`src/rtl/peripheral_timer.sv`:
```
// Memory-mapped timer / I/O block at 0x40000000: reloadable 32-bit up-counter
// with prescaler and sticky overflow interrupt, plus LED, switch and 7-segment registers.
module peripheral_timer #(
  parameter int unsigned PRESCALE = 1
) (
  input  logic        clk,
  input  logic        reset,
  input  logic [31:0] addr,
  input  logic [31:0] wdata,
  input  logic        rd,
  input  logic        wr,
  output logic [31:0] rdata,
  input  logic [7:0]  switch,
  output logic [7:0]  led,
  output logic [11:0] digi,
  output logic        irqout
);

  localparam logic [26:0] BASE_HI   = 27'h200_0000;  // 0x40000000 >> 5
  localparam logic [15:0] PRESC_MAX = 16'(PRESCALE - 32'd1);

  localparam logic [2:0] IDX_TH   = 3'd0;
  localparam logic [2:0] IDX_TL   = 3'd1;
  localparam logic [2:0] IDX_TCON = 3'd2;
  localparam logic [2:0] IDX_LED  = 3'd3;
  localparam logic [2:0] IDX_SW   = 3'd4;
  localparam logic [2:0] IDX_DIGI = 3'd5;

  logic [31:0] th_r;
  logic [31:0] tl_r;
  logic [2:0]  tcon_r;
  logic [7:0]  led_r;
  logic [11:0] digi_r;
  logic [15:0] presc_r;

  logic        hit_s;
  logic [2:0]  idx_s;
  logic        wr_th_s, wr_tl_s, wr_tcon_s, wr_led_s, wr_digi_s;
  logic        tick_s;
  logic        ovf_s;
  logic        unused_addr_s;

  assign unused_addr_s = ^addr[1:0];

  // Address decode: six word slots above the base, anything else misses.
  always_comb begin
    hit_s = 1'b0;
    idx_s = 3'd0;
    if ((addr[31:5] == BASE_HI) && (addr[4:2] <= 3'd5)) begin
      hit_s = 1'b1;
      idx_s = addr[4:2];
    end else begin
      hit_s = 1'b0;
      idx_s = 3'd0;
    end
  end

  assign wr_th_s   = wr && hit_s && (idx_s == IDX_TH);
  assign wr_tl_s   = wr && hit_s && (idx_s == IDX_TL);
  assign wr_tcon_s = wr && hit_s && (idx_s == IDX_TCON);
  assign wr_led_s  = wr && hit_s && (idx_s == IDX_LED);
  assign wr_digi_s = wr && hit_s && (idx_s == IDX_DIGI);

  assign tick_s = tcon_r[0] && (presc_r == PRESC_MAX);
  assign ovf_s  = tick_s && (tl_r == 32'hFFFF_FFFF);

  // Read mux; zero outside the map or when no read is strobed.
  always_comb begin
    rdata = 32'h0000_0000;
    if (rd && hit_s) begin
      case (idx_s)
        IDX_TH:   rdata = th_r;
        IDX_TL:   rdata = tl_r;
        IDX_TCON: rdata = {29'h0000_0000, tcon_r};
        IDX_LED:  rdata = {24'h00_0000, led_r};
        IDX_SW:   rdata = {24'h00_0000, switch};
        IDX_DIGI: rdata = {20'h0_0000, digi_r};
        default:  rdata = 32'h0000_0000;
      endcase
    end else begin
      rdata = 32'h0000_0000;
    end
  end

  // Prescaler: free-runs while enabled, parked at zero while disabled.
  always_ff @(posedge clk or posedge reset) begin
    if (reset) begin
      presc_r <= 16'h0000;
    end else if (!tcon_r[0]) begin
      presc_r <= 16'h0000;
    end else if (presc_r == PRESC_MAX) begin
      presc_r <= 16'h0000;
    end else begin
      presc_r <= presc_r + 16'h0001;
    end
  end

  // Timer registers; a CPU write beats the tick update of the same register.
  always_ff @(posedge clk or posedge reset) begin
    if (reset) begin
      th_r   <= 32'h0000_0000;
      tl_r   <= 32'h0000_0000;
      tcon_r <= 3'b000;
    end else begin
      if (wr_th_s) begin
        th_r <= wdata;
      end
      // Reload samples th_r before this edge, so a same-cycle TH write is not seen.
      if (wr_tl_s) begin
        tl_r <= wdata;
      end else if (ovf_s) begin
        tl_r <= th_r;
      end else if (tick_s) begin
        tl_r <= tl_r + 32'h0000_0001;
      end
      if (wr_tcon_s) begin
        tcon_r <= wdata[2:0];
      end else if (ovf_s && tcon_r[1]) begin
        tcon_r[2] <= 1'b1;
      end
    end
  end

  // Board I/O registers.
  always_ff @(posedge clk or posedge reset) begin
    if (reset) begin
      led_r  <= 8'h00;
      digi_r <= 12'h000;
    end else begin
      if (wr_led_s) begin
        led_r <= wdata[7:0];
      end
      if (wr_digi_s) begin
        digi_r <= wdata[11:0];
      end
    end
  end

  assign led    = led_r;
  assign digi   = digi_r;
  assign irqout = tcon_r[2];

endmodule

```
`config.mk`:
```
export PLATFORM = sky130hd
export DESIGN_NAME = peripheral_timer
export DESIGN_NICKNAME = d
export VERILOG_FILES = /design/src/rtl/peripheral_timer.sv
export SDC_FILE = /design/constraint.sdc
export NUM_CORES = 1
export LEC_CHECK = 0
export CAP_MARGIN = 20
export CORE_MARGIN = 1.5
export CORE_UTILIZATION = 50
export DETAILED_ROUTE_END_ITERATION = 10
export PLACE_DENSITY = 0.79
export SYNTH_ARGS = -nofsm -noshare
export SYNTH_HDL_FRONTEND = slang
export SYNTH_SLANG_ARGS = --single-unit
```
`constraint.sdc`:
```
create_clock -name clk -period 4.7 [get_ports clk]
set_input_delay 1.175 -clock clk [delete_from_list [all_inputs] [get_ports clk]]
set_output_delay 1.175 -clock clk [all_outputs]
set_load 0.03 [all_outputs]
```
After elaboration in Yosys (flattened, before gate mapping)

Index checks and enable logic that the tools add are counted.

Register bits: 103

Reductions and logical operators: 15
$add $sub $neg: 2
Magnitude comparators: 1
Multiplexer cells: 11
Equal/unequal tests: 7

Operators by type and width:

| kind                  | number |
|---|---|
| $pmux 32 s6           | 1 |
| $mux 32               | 4 |
| $add 32x1->32 const B | 1 |
| $eq 32x32->1 const B  | 1 |
| $mux 16               | 2 |
| $eq 27x26->1 const B  | 1 |
| $add 16x1->16 const B | 1 |
| $logic_not 16->1      | 1 |
| $logic_and 1x1->1     | 11 |
| $eq 3x2->1 const B    | 2 |
| $eq 3x3->1 const B    | 2 |
| $eq 3x1->1 const B    | 1 |
| $le 3x3->1 const B    | 1 |
| $logic_not 3->1       | 1 |
| $mux 1                | 3 |
| $mux 3                | 1 |
| $reduce_bool 3->1     | 1 |
| $reduce_bool 2->1     | 1 |

Logic depth before layout (Yosys ltp)

Gate-level depths: netlist of the first run.

Word-level depth: 6
Mapped depth: 10

Worst setup path after synthesis of the first run

Ideal clock, no wire load.

Path type: input to output
Start point: input addr[2]
End point: output rdata[12]
Data arrival time: 2996 ps
Path slack: 529 ps
Buffers on the path: 3
Stages: 8
Path through: buf_2 clkinv_1 nor3_2 and3_1 buf_2 clkbuf_1 a22oi_1 nor2_1

Word-level cells in the longest chain between the ends: 6

RTL lines:

| what                                     | RTL line | text |
|---|---|---|
| start, declared                          | 8        | `input logic [31:0] addr,` |
| $le 3x3->1                               | 49       | `if ((addr[31:5] == BASE_HI) && (addr[4:2] <= 3'd5)) begin` |
| $logic_and 1x1->1                        | 49       |  |
| $mux 3                                   | 49       |  |
| $eq 3x3->1, or another cell as far along | 71       | `case (idx_s)` |
| $pmux 32 s6                              | 71       |  |
| $mux 32 *                                | 70       | `if (rd && hit_s) begin` |
| end, declared                            | 12       | `output logic [31:0] rdata,` |

Mark *: on every way between the ends. The rest lies on a longest branch, timed or not.

Worst setup path in the final report of the first run

Start point: input addr[10]
End point: output rdata[13]

Word-level cells in the longest chain between the ends: 6

RTL lines:

| what                                     | RTL line |
|---|---|
| $eq 27x26->1 *                           | 49 |
| $logic_and 1x1->1 *                      | 49 |
| $mux 3                                   | 49 |
| $eq 3x3->1, or another cell as far along | 71 |
| $pmux 32 s6                              | 71 |
| $mux 32 *                                | 70 |

Marked as above.

==> results of run 1 <==
per-stage QoR:
step | std cells | total power (W)
after CTS | 895 | 0.00184
after global placement | 879 | 0.00102
final | 897 | 0.00183
after floorplan | 633 | 0.000938
after global routing | 897 | 0.00189
after detailed placement | 879 | 0.00102
state kept, by name (all words and copies together), names as in the netlist:
name	count
digi	12
led	8
presc_r	16
tcon_r	3
th_r	32
tl_r	32
routing by layer:
layer | wire length, um | part of all wire (%) | up-vias
li1 | - | - | 2605
met1 | 7060 | 40 | 2782
met2 | 8550 | 48 | 324
met3 | 1640 | 9.3 | 49
met4 | 473 | 2.7 | 0
met5 | 0 | 0 | -
layout make-up:
type,instances,area [um2],share of cell area [%]
clock inverter,5,81.3,1.06
tap,143,179,2.34
multi-input combinational,483,3200,41.9
timing repair buffer,143,1320,17.3
sequential,103,2580,33.7
inverter,9,36.3,0.475
clock buffer,11,243,3.18
path summary, 6_finish.rpt:
kind                        endpoint  slack [ns]  depth (start not counted)
setup reg to reg             tl_r[9]        1.47                          8
max in group asynchronous    tl_r[5]        2.55                          3
min in group asynchronous    digi[2]        1.36                          2
hold / removal               digi[4]        0.53                          1
setup / recovery           rdata[13]        0.12                          9
hold reg to reg              digi[4]        0.53                          1
what timing repair did:
item                                    in CTS  in global routing
resized for setup                            0                  1
endpoints found under the setup margin       0                  6
hold buffers                                 0                  0
buffers inserted                             0                  1
power breakdown:
| group | switching [W] | total, W | internal [W] |
|---|---|---|---|
| Clock | 0.000339 | 0.000821 | 0.000482 |
| Combinational | 0.0000537 | 0.000120 | 0.0000663 |
| Sequential | 0.00000129 | 0.000888 | 0.000886 |
synth_stat cells (all sizes together), types with 4 or more instances:
library cell | number | area share, %
o21ai | 32 | 2.7
nor3 | 12 | 1.1
and2 | 5 | 0.53
dfrtp | 103 | 43
buf | 14 | 1.2
nand3 | 28 | 2.4
nor4 | 18 | 2.2
mux2i | 10 | 1.7
a41o | 4 | 0.67
a21oi | 38 | 3.2
a31oi | 5 | 0.53
clkbuf | 25 | 1.6
nor2 | 77 | 4.9
xor2 | 10 | 1.5
inv | 8 | 0.50
a21o | 5 | 0.63
and4 | 11 | 1.6
and3 | 14 | 1.5
nand2 | 47 | 3.0
xnor2 | 6 | 0.88
a22oi | 21 | 2.6
mux2 | 60 | 11
a222oi | 4 | 0.67
a221oi | 10 | 1.5
nand4 | 24 | 2.6
cells by family after synthesis:
kind of cell / after synthesis / synth area share [%]
DFF: 103 / 43.3
and+or+nand+nor: 254 / 22.0
buffers and inverters: 48 / 3.38
adders and majority gates: 3 / 0.631
muxes: 70 / 13.0
AOI/OAI and AO/OA: 139 / 15.3
xor gates and xnor gates: 16 / 2.35
==> impl_metrics.json, run 1 <==
{
  "r2r-start": "presc_r[0]",
  "layout_commonest_cell": "dfrtp_1",
  "cts_buffers": 9,
  "hold_viol_final": 0,
  "yosysWarnings": 0,
  "period_needed_ns": 4.58,
  "cts_tree": "done",
  "place_ws_ns": 0.104,
  "fin_util_pct": 66.3,
  "root_buffer": "clkbuf_16",
  "crit_slowest_cell": "clkdlybuf4s50_1",
  "vdd_drop_max_mv": 0.264,
  "cp.arrival_ns": 3.40,
  "areaGrowthSynthToFinish_pct": 28.3,
  "synth-edff-count": 0,
  "nets": 828,
  "io_pins": 129,
  "antenna_found_initial": 0,
  "firstDrtPassIters": 11,
  "critPathTopFamily": "simple AND/OR/NAND/NOR gates",
  "grt_overflow": 0,
  "dp_hpwl_um": 12200,
  "violations": "design-rule violations",
  "clockBufferDepth": 2,
  "fin_crit_sh_pct": 97.4,
  "fin_skew_ns": 0.00577,
  "die_w_um": 112,
  "first_iter_violations": 699,
  "p_leak_nw": 3.19,
  "worstPathRequired_ns": 3.52,
  "viasPerCell": 6.42,
  "worst-path-max-fanout": 14,
  "tns_ns": 0,
  "drt_wl_total_um": 17700,
  "cp-startpoint": "addr[10]",
  "io_buffer_count": 126,
  "setup_viol": 0,
  "cp_num_buf_inv": 3,
  "grt_pass1_wl_um": 28900,
  "drc_errors": 5,
  "rsz0062_at_grt": "no",
  "maxCapViolations": 0,
  "powerDensity_nw_per_um2": 239,
  "clk_latency_ns": 0.35,
  "synth_seq_cells": 103,
  "busiest_layer": "met2",
  "slew_viol_final": 0,
  "die-area_um2": 12600,
  "grtUsageMet3_pct": 7.02,
  "fmax_mhz": 218,
  "start_kind": "primary input",
  "crit_chain": "clkdlybuf4s50_1 > nor4_1 > and4_1 > and2_2 > o31ai_4 > buf_4 > a22oi_1 > nor2_1 > buf_4",
  "placed_cell_area_um2": 7290,
  "layout_common_cells": "dfrtp_1 (103), clkdlybuf4s50_1 (94), nor2_1 (77)",
  "wl_per_cell_um": 19.8,
  "die_h_um": 112,
  "gr-usage-all-layers_pct": 28.7,
  "ys.flop_type": "dfrtp_1",
  "cts.htree.levels": 3,
  "cp-end-kind": "output pin",
  "worst_slack_ns": 0.122,
  "path_class": "primary input to output pin",
  "final_area_um2": 7640,
  "syn_inst": 633,
  "relSlewSlack_pct": 23.8,
  "hold_slack_ns": 0.530,
  "crit_top_cell": "buf_4",
  "grt_max_degree": 74,
  "start_util_pct": 51.7,
  "grt_pass1_vias": 5905,
  "synth_nets": 712,
  "tightest_slew_ns": 1.14,
  "min_from": "digi[4]",
  "syn_area_per_cell_um2": 9.40,
  "use_met2_pct": 47.5,
  "n_antenna_cell": 0,
  "routabilityCongestion": 0.936,
  "yosysSeqAreaShare_pct": 43.3,
  "cts.sinks": 103,
  "outcome": "finished, violations left",
  "met1_usage_pct": 36.4,
  "fp-row-count": 39,
  "async_flop_share_pct": 100,
  "synth_cell_types": 60,
  "antenna_left": 0,
  "drive_gt1_share_pct": 18.3,
  "max_stage_delay_ns": 0.40,
  "core_region_area_um2": 11500,
  "min_path_type": "flip-flop to flip-flop",
  "clk_pin_slew_ns": 0.07,
  "vias": 5760,
  "nFillCells": 929,
  "synth_area_um2": 5950
}
(Power assumes the default switching activity.)
==> run 2: changes to the inputs <==
- GPL_TIMING_DRIVEN: default -> 0
==> impl_metrics.json, run 2 (synthesis results as in run 1) <==
{
  "setup_viol": 0,
  "fp-row-count": 39,
  "worstPathRequired_ns": 3.52,
  "die_h_um": 112,
  "path_class": "primary input to output pin",
  "clk_pin_slew_ns": 0.07,
  "drc_errors": 4,
  "maxCapViolations": 0,
  "cts.htree.levels": 3,
  "outcome": "finished, violations left",
  "clockBufferDepth": 2,
  "cts_tree": "done",
  "cts.sinks": 103,
  "grt_pass1_vias": 5922,
  "fmax_mhz": 218,
  "start_util_pct": 51.7,
  "antenna_left": 0,
  "grt_overflow": 0,
  "violations": "design-rule violations",
  "p_total_w": 0.00179,
  "gr-usage-all-layers_pct": 31.3,
  "period_needed_ns": 4.58,
  "dp.cells": 900,
  "drive_gt1_share_pct": 18.4,
  "firstDrtPassIters": 10,
  "io_pins": 129,
  "worst-path-max-fanout": 10,
  "root_buffer": "clkbuf_16",
  "tightest_slew_ns": 0.776,
  "viasPerCell": 6.41,
  "grt_pass1_wl_um": 31000,
  "cp-startpoint": "addr[22]",
  "min_path_type": "flip-flop to flip-flop",
  "io_buffer_count": 123,
  "drt_wl_total_um": 19500,
  "fin_crit_sh_pct": 97.5,
  "antenna_found_initial": 0,
  "wl_per_cell_um": 21.2,
  "nFillCells": 956,
  "first_iter_violations": 480,
  "slew_viol_final": 0,
  "areaGrowthSynthToFinish_pct": 28.9,
  "hold_viol_final": 0,
  "routabilityCongestion": 0.939,
  "min_from": "digi[3]",
  "r2r_cells": 8,
  "vias": 5908,
  "p_leak_nw": 3.23,
  "dp_hpwl_um": 14000,
  "worstHoldPathCells": 1,
  "core_region_area_um2": 11500,
  "fin_skew_ns": 0.0120,
  "cp-end-kind": "output pin",
  "start_kind": "primary input",
  "final_cell_count_no_fill": 922,
  "layout_commonest_cell": "dfrtp_1",
  "die_w_um": 112,
  "nets": 853,
  "clk_latency_ns": 0.36,
  "die-area_um2": 12600,
  "grt_max_degree": 58,
  "reg_top3": "th_r (32), tl_r (32), presc_r (16)",
  "relSlewSlack_pct": 47.9,
  "hold_slack_ns": 0.539,
  "cp.arrival_ns": 3.41,
  "vdd_drop_max_mv": 0.158,
  "powerDensity_nw_per_um2": 234,
  "r2r-start": "tl_r[0]",
  "layout_common_cells": "dfrtp_1 (103), clkdlybuf4s50_1 (91), nor2_1 (77)",
  "ctsHoldBuffers": 0,
  "cts_buffers": 9,
  "n_antenna_cell": 0
}
==> run 2: per-stage QoR <==
step                      util (%)  instance area [um2]  TNS [ns]  setup slack [ns]
after floorplan                  -                 5950         0             0.529
after global placement        63.9                 7360    -89.58            -0.737
after detailed placement      64.2                 7390    -14.56            -0.581
after CTS                     66.9                 7700         0            0.0336
after global routing          66.6                 7670   -0.0163          -0.00560
final                         66.6                 7670         0             0.115
==> run 2: final timing paths <==
path | end | slack [ns]
max | rdata[0] | 0.12
min | digi[3] | 0.54
min in group asynchronous | digi[7] | 1.30
min reg2reg | digi[3] | 0.54
max in group asynchronous | th_r[22] | 2.69
max reg2reg | tl_r[9] | 1.87
==> run 2: final cells by class <==
cell class / instances / area [um2] / area share (%)
multi-input cells: 482 / 3220 / 41.9
flip-flops and latches: 103 / 2580 / 33.6
repair buffers: 130 / 1180 / 15.4
clock buffers: 11 / 243 / 3.16
plain buffers: 39 / 184 / 2.40
well taps: 143 / 179 / 2.33
clock inverters: 5 / 56.3 / 0.734
inverters: 9 / 36.3 / 0.473
==> run 2: critical path, cell delays in order <==
cell and delay, ns:
clkdlybuf4s50_1 0.47, nor4_1 0.05, and4_2 0.26, and2_4 0.19, o31ai_2 0.16, clkbuf_4 0.38
nand2_1 0.08, a21oi_1 0.21, dlygate4sd2_1 0.43
==> run 2: what timing repair did <==
item / CTS / global route
gates cloned: 1 / 0
resized for setup: 46 / 58
endpoints found under the hold margin: 0 / 0
setup endpoints to repair: 32 / 31
pin swaps: 1 / 4
setup buffers: 2 / 3
==> run 2: routing by layer <==
metal	vias to the layer above	track usage [%]	wire length, um	part of all wire, %
met2	359	51.5	9340	48
met5	-	0	0	0
met3	59	6.64	1560	8.0
met4	0	13.4	628	3.2
met1	2839	40.3	8000	41
li1	2651	-	-	-
==> run 2: report_power, final <==
group / switching (W) / internal (W)
combinational: 0.0000543 / 0.0000652
sequential: 0.00000129 / 0.000886
clock: 0.000356 / 0.000429
total: 0.000412 / 0.00138
